--- config.mk ---
export PLATFORM = sky130hd
export DESIGN_NAME = s0_rs_enc_lfsr4
export DESIGN_NICKNAME = d
export VERILOG_FILES = /design/src/rtl/s0_rs_enc_lfsr4.sv
export SDC_FILE = /design/constraint.sdc
export NUM_CORES = 1
export LEC_CHECK = 0
export CAP_MARGIN = 20
export CORE_UTILIZATION = 60
export DETAILED_ROUTE_END_ITERATION = 16
export GPL_ROUTABILITY_DRIVEN = 1
export PLACE_DENSITY = 0.88
export SLEW_MARGIN = 20
export SYNTH_ARGS = -nofsm -noshare
export SYNTH_HDL_FRONTEND = slang
export SYNTH_SLANG_ARGS = --single-unit
--- constraint.sdc ---
create_clock -name clk -period 3.6 [get_ports clk]
set_input_delay 0.36 -clock clk [delete_from_list [all_inputs] [get_ports clk]]
set_output_delay 0.36 -clock clk [all_outputs]
set_load 0.02 [all_outputs]
--- src/rtl/s0_rs_enc_lfsr4.sv ---
// ============================================================================
// Module   : s0_rs_enc_lfsr4
// Brief    : Systematic RS(K+4,K) encoder over GF(2^8), poly 0x11D, fcr=0.
//            Data symbols pass through one cycle late, followed by the four
//            parity symbols P3..P0 taken from a 4-stage LFSR.
//            g(x) = x^4 + 0x0F x^3 + 0x36 x^2 + 0x78 x + 0x40
// Options  : RS_ENC_ERRINJ_EN - adds the err_inj port; it XOR-masks the
//            emitted data symbol only, so the LFSR still sees the clean data.
// Revision : 1.0 - initial release
// ============================================================================
`default_nettype none

`ifndef D
`define D
`endif

module s0_rs_enc_lfsr4 #(
   parameter int K     = 251,
   parameter int CNT_W = 8
) (
   input  logic             clk,
   input  logic             rstn,
   input  logic             in_vld,
   input  logic             in_sop,
   input  logic [7:0]       in_data,
`ifdef RS_ENC_ERRINJ_EN
   input  logic [7:0]       err_inj,
`endif
   output logic             in_rdy,
   output logic             out_vld,
   output logic             out_sop,
   output logic             out_eop,
   output logic             out_par,
   output logic [7:0]       out_data
);

   typedef enum logic [2:0] {
      ST_IDLE   = 3'b001,
      ST_DATA   = 3'b010,
      ST_PARITY = 3'b100
   } state_t;

   localparam logic [CNT_W-1:0] c_k     = CNT_W'(K);
   localparam bit               c_k_one = (K == 1);

   state_t             r_state;
   logic [7:0]         r_p0, r_p1, r_p2, r_p3;
   logic [CNT_W-1:0]   r_cnt;
   logic [1:0]         r_pcnt;

   logic               w_xfer;
   logic [7:0]         w_mask;
   logic [7:0]         w_b0, w_b1, w_b2, w_b3;
   logic [7:0]         w_fb;
   logic [7:0]         w_n0, w_n1, w_n2, w_n3;
   logic [CNT_W-1:0]   w_cnt_nxt;

   // GF(2^8) multiply, reduction by x^8+x^4+x^3+x^2+1
   function automatic logic [7:0] gf2m8_multi(input logic [7:0] a, input logic [7:0] b);
      logic [7:0] p;
      logic [7:0] x;
      p = 8'h00;
      x = a;
      for (int i = 0; i < 8; i++) begin
         if (b[i]) p = p ^ x;
         x = {x[6:0], 1'b0} ^ (x[7] ? 8'h1D : 8'h00);
      end
      return p;
   endfunction

`ifdef RS_ENC_ERRINJ_EN
   assign w_mask = err_inj;
`else
   assign w_mask = 8'h00;
`endif

   assign w_xfer    = in_vld & in_rdy;
   assign w_cnt_nxt = r_cnt + 1'b1;

   // LFSR next state; a new codeword starts from an all-zero register
   always_comb begin
      w_b0 = (r_state == ST_IDLE) ? 8'h00 : r_p0;
      w_b1 = (r_state == ST_IDLE) ? 8'h00 : r_p1;
      w_b2 = (r_state == ST_IDLE) ? 8'h00 : r_p2;
      w_b3 = (r_state == ST_IDLE) ? 8'h00 : r_p3;
      w_fb = in_data ^ w_b3;
      w_n3 = w_b2 ^ gf2m8_multi(w_fb, 8'h0F);
      w_n2 = w_b1 ^ gf2m8_multi(w_fb, 8'h36);
      w_n1 = w_b0 ^ gf2m8_multi(w_fb, 8'h78);
      w_n0 = gf2m8_multi(w_fb, 8'h40);
   end

   // Control FSM, LFSR and registered output stage
   always_ff @(posedge clk or negedge rstn) begin
      if (!rstn) begin
         r_state  <= `D ST_IDLE;
         r_p0     <= `D 8'h00;
         r_p1     <= `D 8'h00;
         r_p2     <= `D 8'h00;
         r_p3     <= `D 8'h00;
         r_cnt    <= `D '0;
         r_pcnt   <= `D 2'd0;
         in_rdy   <= `D 1'b1;
         out_vld  <= `D 1'b0;
         out_sop  <= `D 1'b0;
         out_eop  <= `D 1'b0;
         out_par  <= `D 1'b0;
         out_data <= `D 8'h00;
      end else begin
         out_vld <= `D 1'b0;
         out_sop <= `D 1'b0;
         out_eop <= `D 1'b0;
         out_par <= `D 1'b0;
         case (r_state)
            ST_IDLE: begin
               // without sop the symbol is silently discarded
               if (w_xfer && in_sop) begin
                  r_p3     <= `D w_n3;
                  r_p2     <= `D w_n2;
                  r_p1     <= `D w_n1;
                  r_p0     <= `D w_n0;
                  r_cnt    <= `D CNT_W'(1);
                  out_vld  <= `D 1'b1;
                  out_sop  <= `D 1'b1;
                  out_data <= `D in_data ^ w_mask;
                  if (c_k_one) begin
                     r_state <= `D ST_PARITY;
                     in_rdy  <= `D 1'b0;
                  end else begin
                     r_state <= `D ST_DATA;
                  end
               end
            end
            ST_DATA: begin
               // in_sop is deliberately ignored here: every symbol is data
               if (w_xfer) begin
                  r_p3     <= `D w_n3;
                  r_p2     <= `D w_n2;
                  r_p1     <= `D w_n1;
                  r_p0     <= `D w_n0;
                  r_cnt    <= `D w_cnt_nxt;
                  out_vld  <= `D 1'b1;
                  out_data <= `D in_data ^ w_mask;
                  if (w_cnt_nxt == c_k) begin
                     r_state <= `D ST_PARITY;
                     in_rdy  <= `D 1'b0;
                  end
               end
            end
            ST_PARITY: begin
               // shift parity out highest degree first
               out_vld  <= `D 1'b1;
               out_par  <= `D 1'b1;
               out_data <= `D r_p3;
               r_p3     <= `D r_p2;
               r_p2     <= `D r_p1;
               r_p1     <= `D r_p0;
               r_p0     <= `D 8'h00;
               r_pcnt   <= `D r_pcnt + 2'd1;
               if (r_pcnt == 2'd3) begin
                  out_eop <= `D 1'b1;
                  r_state <= `D ST_IDLE;
                  in_rdy  <= `D 1'b1;
               end
            end
            default: begin
               r_state <= `D ST_IDLE;
               in_rdy  <= `D 1'b1;
               r_pcnt  <= `D 2'd0;
            end
         endcase
      end
   end

endmodule

`default_nettype wire

==> impl_metrics.yaml <==
cells_and_area:
  syn2layout_area_growth_pct: 12.0
  finalNonFillerCells: 514
  fin_nets: 450
  nFillCells: 444
  multi_input_area_sq_um: 2170
  drive_above_1_share_pct: 8.43
  regArea_sq_um: 1450
  antennaDiodeCount: 0
logic_synthesis:
  yosys_warnings: 0
  ys.flop_type: "dfrtp_1"
  ys_types: 50
  synth.largest_area_cell: "dfrtp_1"
  yosys_register_bits: 58
  synth_top_area_share_pct: 37.5
  syn_inst: 416
  ys_seq_area_share_pct: 38.9
  synthArstFlopShare_pct: 100
  synth_edf_count: 0
  synth_area_sq_um: 3740
  avgSynthCellArea_sq_um: 8.99
  netlist_top_cells_area: "dfrtp_1 (37%), xnor2_1 (7.3%), nand2_1 (6.1%)"
  syn_nets: 431
cts:
  cts_buffers: 9
  cts_buffer_depth: 2
  cts_tree: "done"
  cts_setup_buffers: 0
  cts_sinks: 58
  worst_skew_pair.late_latency_ps: 350
  clockRootBuffer: "clkbuf_8"
  path_clk_slew_ps: 70
  cts_resized: 0
  h-tree-depth: 3
  cts_hold_buf: 0
worst_setup_path:
  cp.required_ps: 3870
  worstSetupPathType: "flop to flop"
  crit_path_end_kind: "flop"
  path_buf_inv: 0
  critical-path-top-delay-family: "XOR/XNOR gates"
  start_kind: "flop"
  reg2reg_depth: 7
  crit_chain: "or3b_4 -> a221oi_4 -> xnor3_1 -> xor2_1 -> xnor2_1 -> o221ai_1 -> a21oi_1"
  crit_arrival_ps: 3610
  critPathMaxFanout: 38
  timing.rr.end: "r_p3[7]$_DFFE_PN0P_"
  worst_path_max_delay_cell: "or3b_4"
  slowest_delay_ps: 700
  rrSetupSlack_ps: 260
  reg2reg_from: "r_state[1]$_DFFE_PN0P_"
die:
  fp.dieH_um: 81.0
  core_area_sq_um: 5960
  pin_count: 25
  die_w_um: 81.0
  rows: 28
  initial_core_util_pct: 62.8
  dieArea_sq_um: 6550
power:
  p_int_mw: 1.98
  power.total_mw: 3.42
  switching_share_pct: 42.2
  combPwrFrac_pct: 53.5
  p_per_area_nw_per_um2: 815
  p_leak_nw: 1.71
  p_switching_mw: 1.44
  seqPwrFrac_pct: 31.2
  ir_worst_vdd_mv: 0.534
  pwr-share-clk_pct: 15.2
grt:
  track_usage_pct: 30.0
  grt_max_degree: 48
  grt_overflow_total: 0
  first_global_vias: 3025
  antenna_found_initial: 0
  grt_pass1_wl_mm: 14.6
routing:
  drt_first_pass_iters: 6
  via_count: 3151
  wirelength_mm: 9.16
  ant_nets: 0
  drc: 0
  via_per_inst: 6.13
  drt-initial-drc-count: 220
  wl_per_cell_um: 17.8
timing:
  tns_ps: 0
  rsz0062_at_grt: "false"
  holdWs_ps: 38.3
  max_freq_ghz: 0.300
  setup_violations: 0
  worstMarginPinSlew_ps: 694
  period_share_pct: 92.7
  slew_viol_final: 0
  fin_ws_ps: 261
  slew-limit-headroom_pct: 53.7
  finalHoldViolations: 0
  skew_ps: 8.26
  min_period_ps: 3340
job:
  maxCapViolCount: 0
placed_design:
  placed_cells: 499
  io_buffers: 24
  gp_congestion: 0.906
  place.detailed.hpwl_mm: 6.03
  dp_slack_ps: 331
run_status:
  status: "completed"
hold_path:
  min_path_type: "input port to asynchronous set/reset pin"
-- worst max-delay path by stage --
stage,startpoint,to,slack [ps],depth (start not counted)
after floorplan,r_state[0]$_DFFE_PN1P_,r_p1[5]$_DFFE_PN0P_,800,8
after global placement,r_state[1]$_DFFE_PN0P_,r_p3[0]$_DFFE_PN0P_,460,7
after detailed placement,r_state[1]$_DFFE_PN0P_,r_p3[7]$_DFFE_PN0P_,330,7
after CTS,r_state[1]$_DFFE_PN0P_,r_p3[7]$_DFFE_PN0P_,300,7
after global routing,r_state[1]$_DFFE_PN0P_,r_p3[7]$_DFFE_PN0P_,100,7
final,r_state[1]$_DFFE_PN0P_,r_p3[7]$_DFFE_PN0P_,260,7
-- kinds of logic after synthesis --
family	after synthesis	share of synthesized area, %
adders and majority gates	3	1.00
and+or+nand+nor	155	19.1
xor gates and xnor gates	58	16.5
buffers and inverters	30	3.28
AOI/OAI and AO/OA	111	21.0
muxes	1	0.268
DFF	58	38.9
-- cell usage in the layout, fill, tap and decap left out, types with 2 or more instances in the layout --
cell type        netlist  final
nor2_2                 2      2
o211ai_1               2      2
inv_1                  6      6
clkbuf_8               0     10
o2bb2a_1               3      3
nand2b_1               2      2
a21oi_1               22     22
buf_4                  0      8
nand4_1                2      2
a31oi_1               13     13
clkbuf_1              19      5
xor2_1                17     17
nor2_1                35     35
o22ai_1                4      4
dfstp_2                2      2
or3_1                  2      2
clkdlybuf4s50_1        0     23
xnor3_1                4      4
dfrtp_1               56     56
o21ai_0               40     40
xnor2_1               31     31
a221oi_1               2      2
a221oi_4               5      5
xnor2_2                4      4
nand2_1               61     61
o221ai_1               2      2
ha_1                   3      3
a22oi_1                6      6
nor2b_1               23     23
and2_1                 3      3
nand3_1               19     19
a221oi_2               2      2
-- through the flow --
stage / util, % / area [sq um]
2_1_floorplan: - / 3740
3_3_place_gp: 67.7 / 4030
3_5_place_dp: 67.7 / 4030
4_1_cts: 70.4 / 4190
5_1_grt: 70.4 / 4190
6_report: 70.4 / 4190
-- power groups by stage --
stage	logic [mW]	clock network (mW)	registers, mW
floorplan	1.42	0	1.03
global placement	1.74	0	1.06
detailed placement	1.79	0	1.07
CTS	1.82	0.526	1.06
global route	1.98	0.551	1.09
finish	1.83	0.521	1.07
-- final cells by class --
class | count | share of cell area, %
Multi-Input combinational cell | 328 | 51.7
Inverter | 6 | 0.537
Sequential cell | 58 | 34.7
Tap cell | 75 | 2.24
Timing Repair Buffer | 32 | 7.05
Clock buffer | 15 | 3.73
-- registers in the layout, summed over array words and instances, names as in the netlist --
register and flops:
r_p3 8, r_pcnt 2, r_p1 8, out_sop 1, r_state 3, out_data 8, in_rdy 1, r_p0 8
out_vld 1, out_eop 1, r_p2 8, out_par 1, r_cnt 8
-- synthesized netlist by cell type, types with 2 or more instances --
master,number
o21ai_0,40
a21oi_1,22
and2_1,3
o22ai_1,4
clkbuf_1,19
xnor3_1,4
buf_1,2
buf_2,2
nor2_2,2
xnor2_2,4
a211oi_1,2
ha_1,3
a31oi_1,13
xor2_1,17
a22oi_1,6
nor2b_1,23
o221ai_1,2
a221oi_2,2
nand3_1,19
or3_1,2
o2bb2a_1,3
nor2_1,35
nand2b_1,2
nand2_1,61
dfrtp_1,56
inv_1,6
o211ai_1,2
xnor2_1,31
dfstp_2,2
a221oi_1,2
a221oi_4,5
nand4_1,2
-- per-layer routing --
| layer | GRT usage, % | routed length (um) |
|---|---|---|
| met1 | 37.7 | 3900 |
| met2 | 48.0 | 4490 |
| met3 | 7.75 | 538 |
| met4 | 14.3 | 242 |
| met5 | 0 | 0 |
Power figures use the tool's default switching activity.
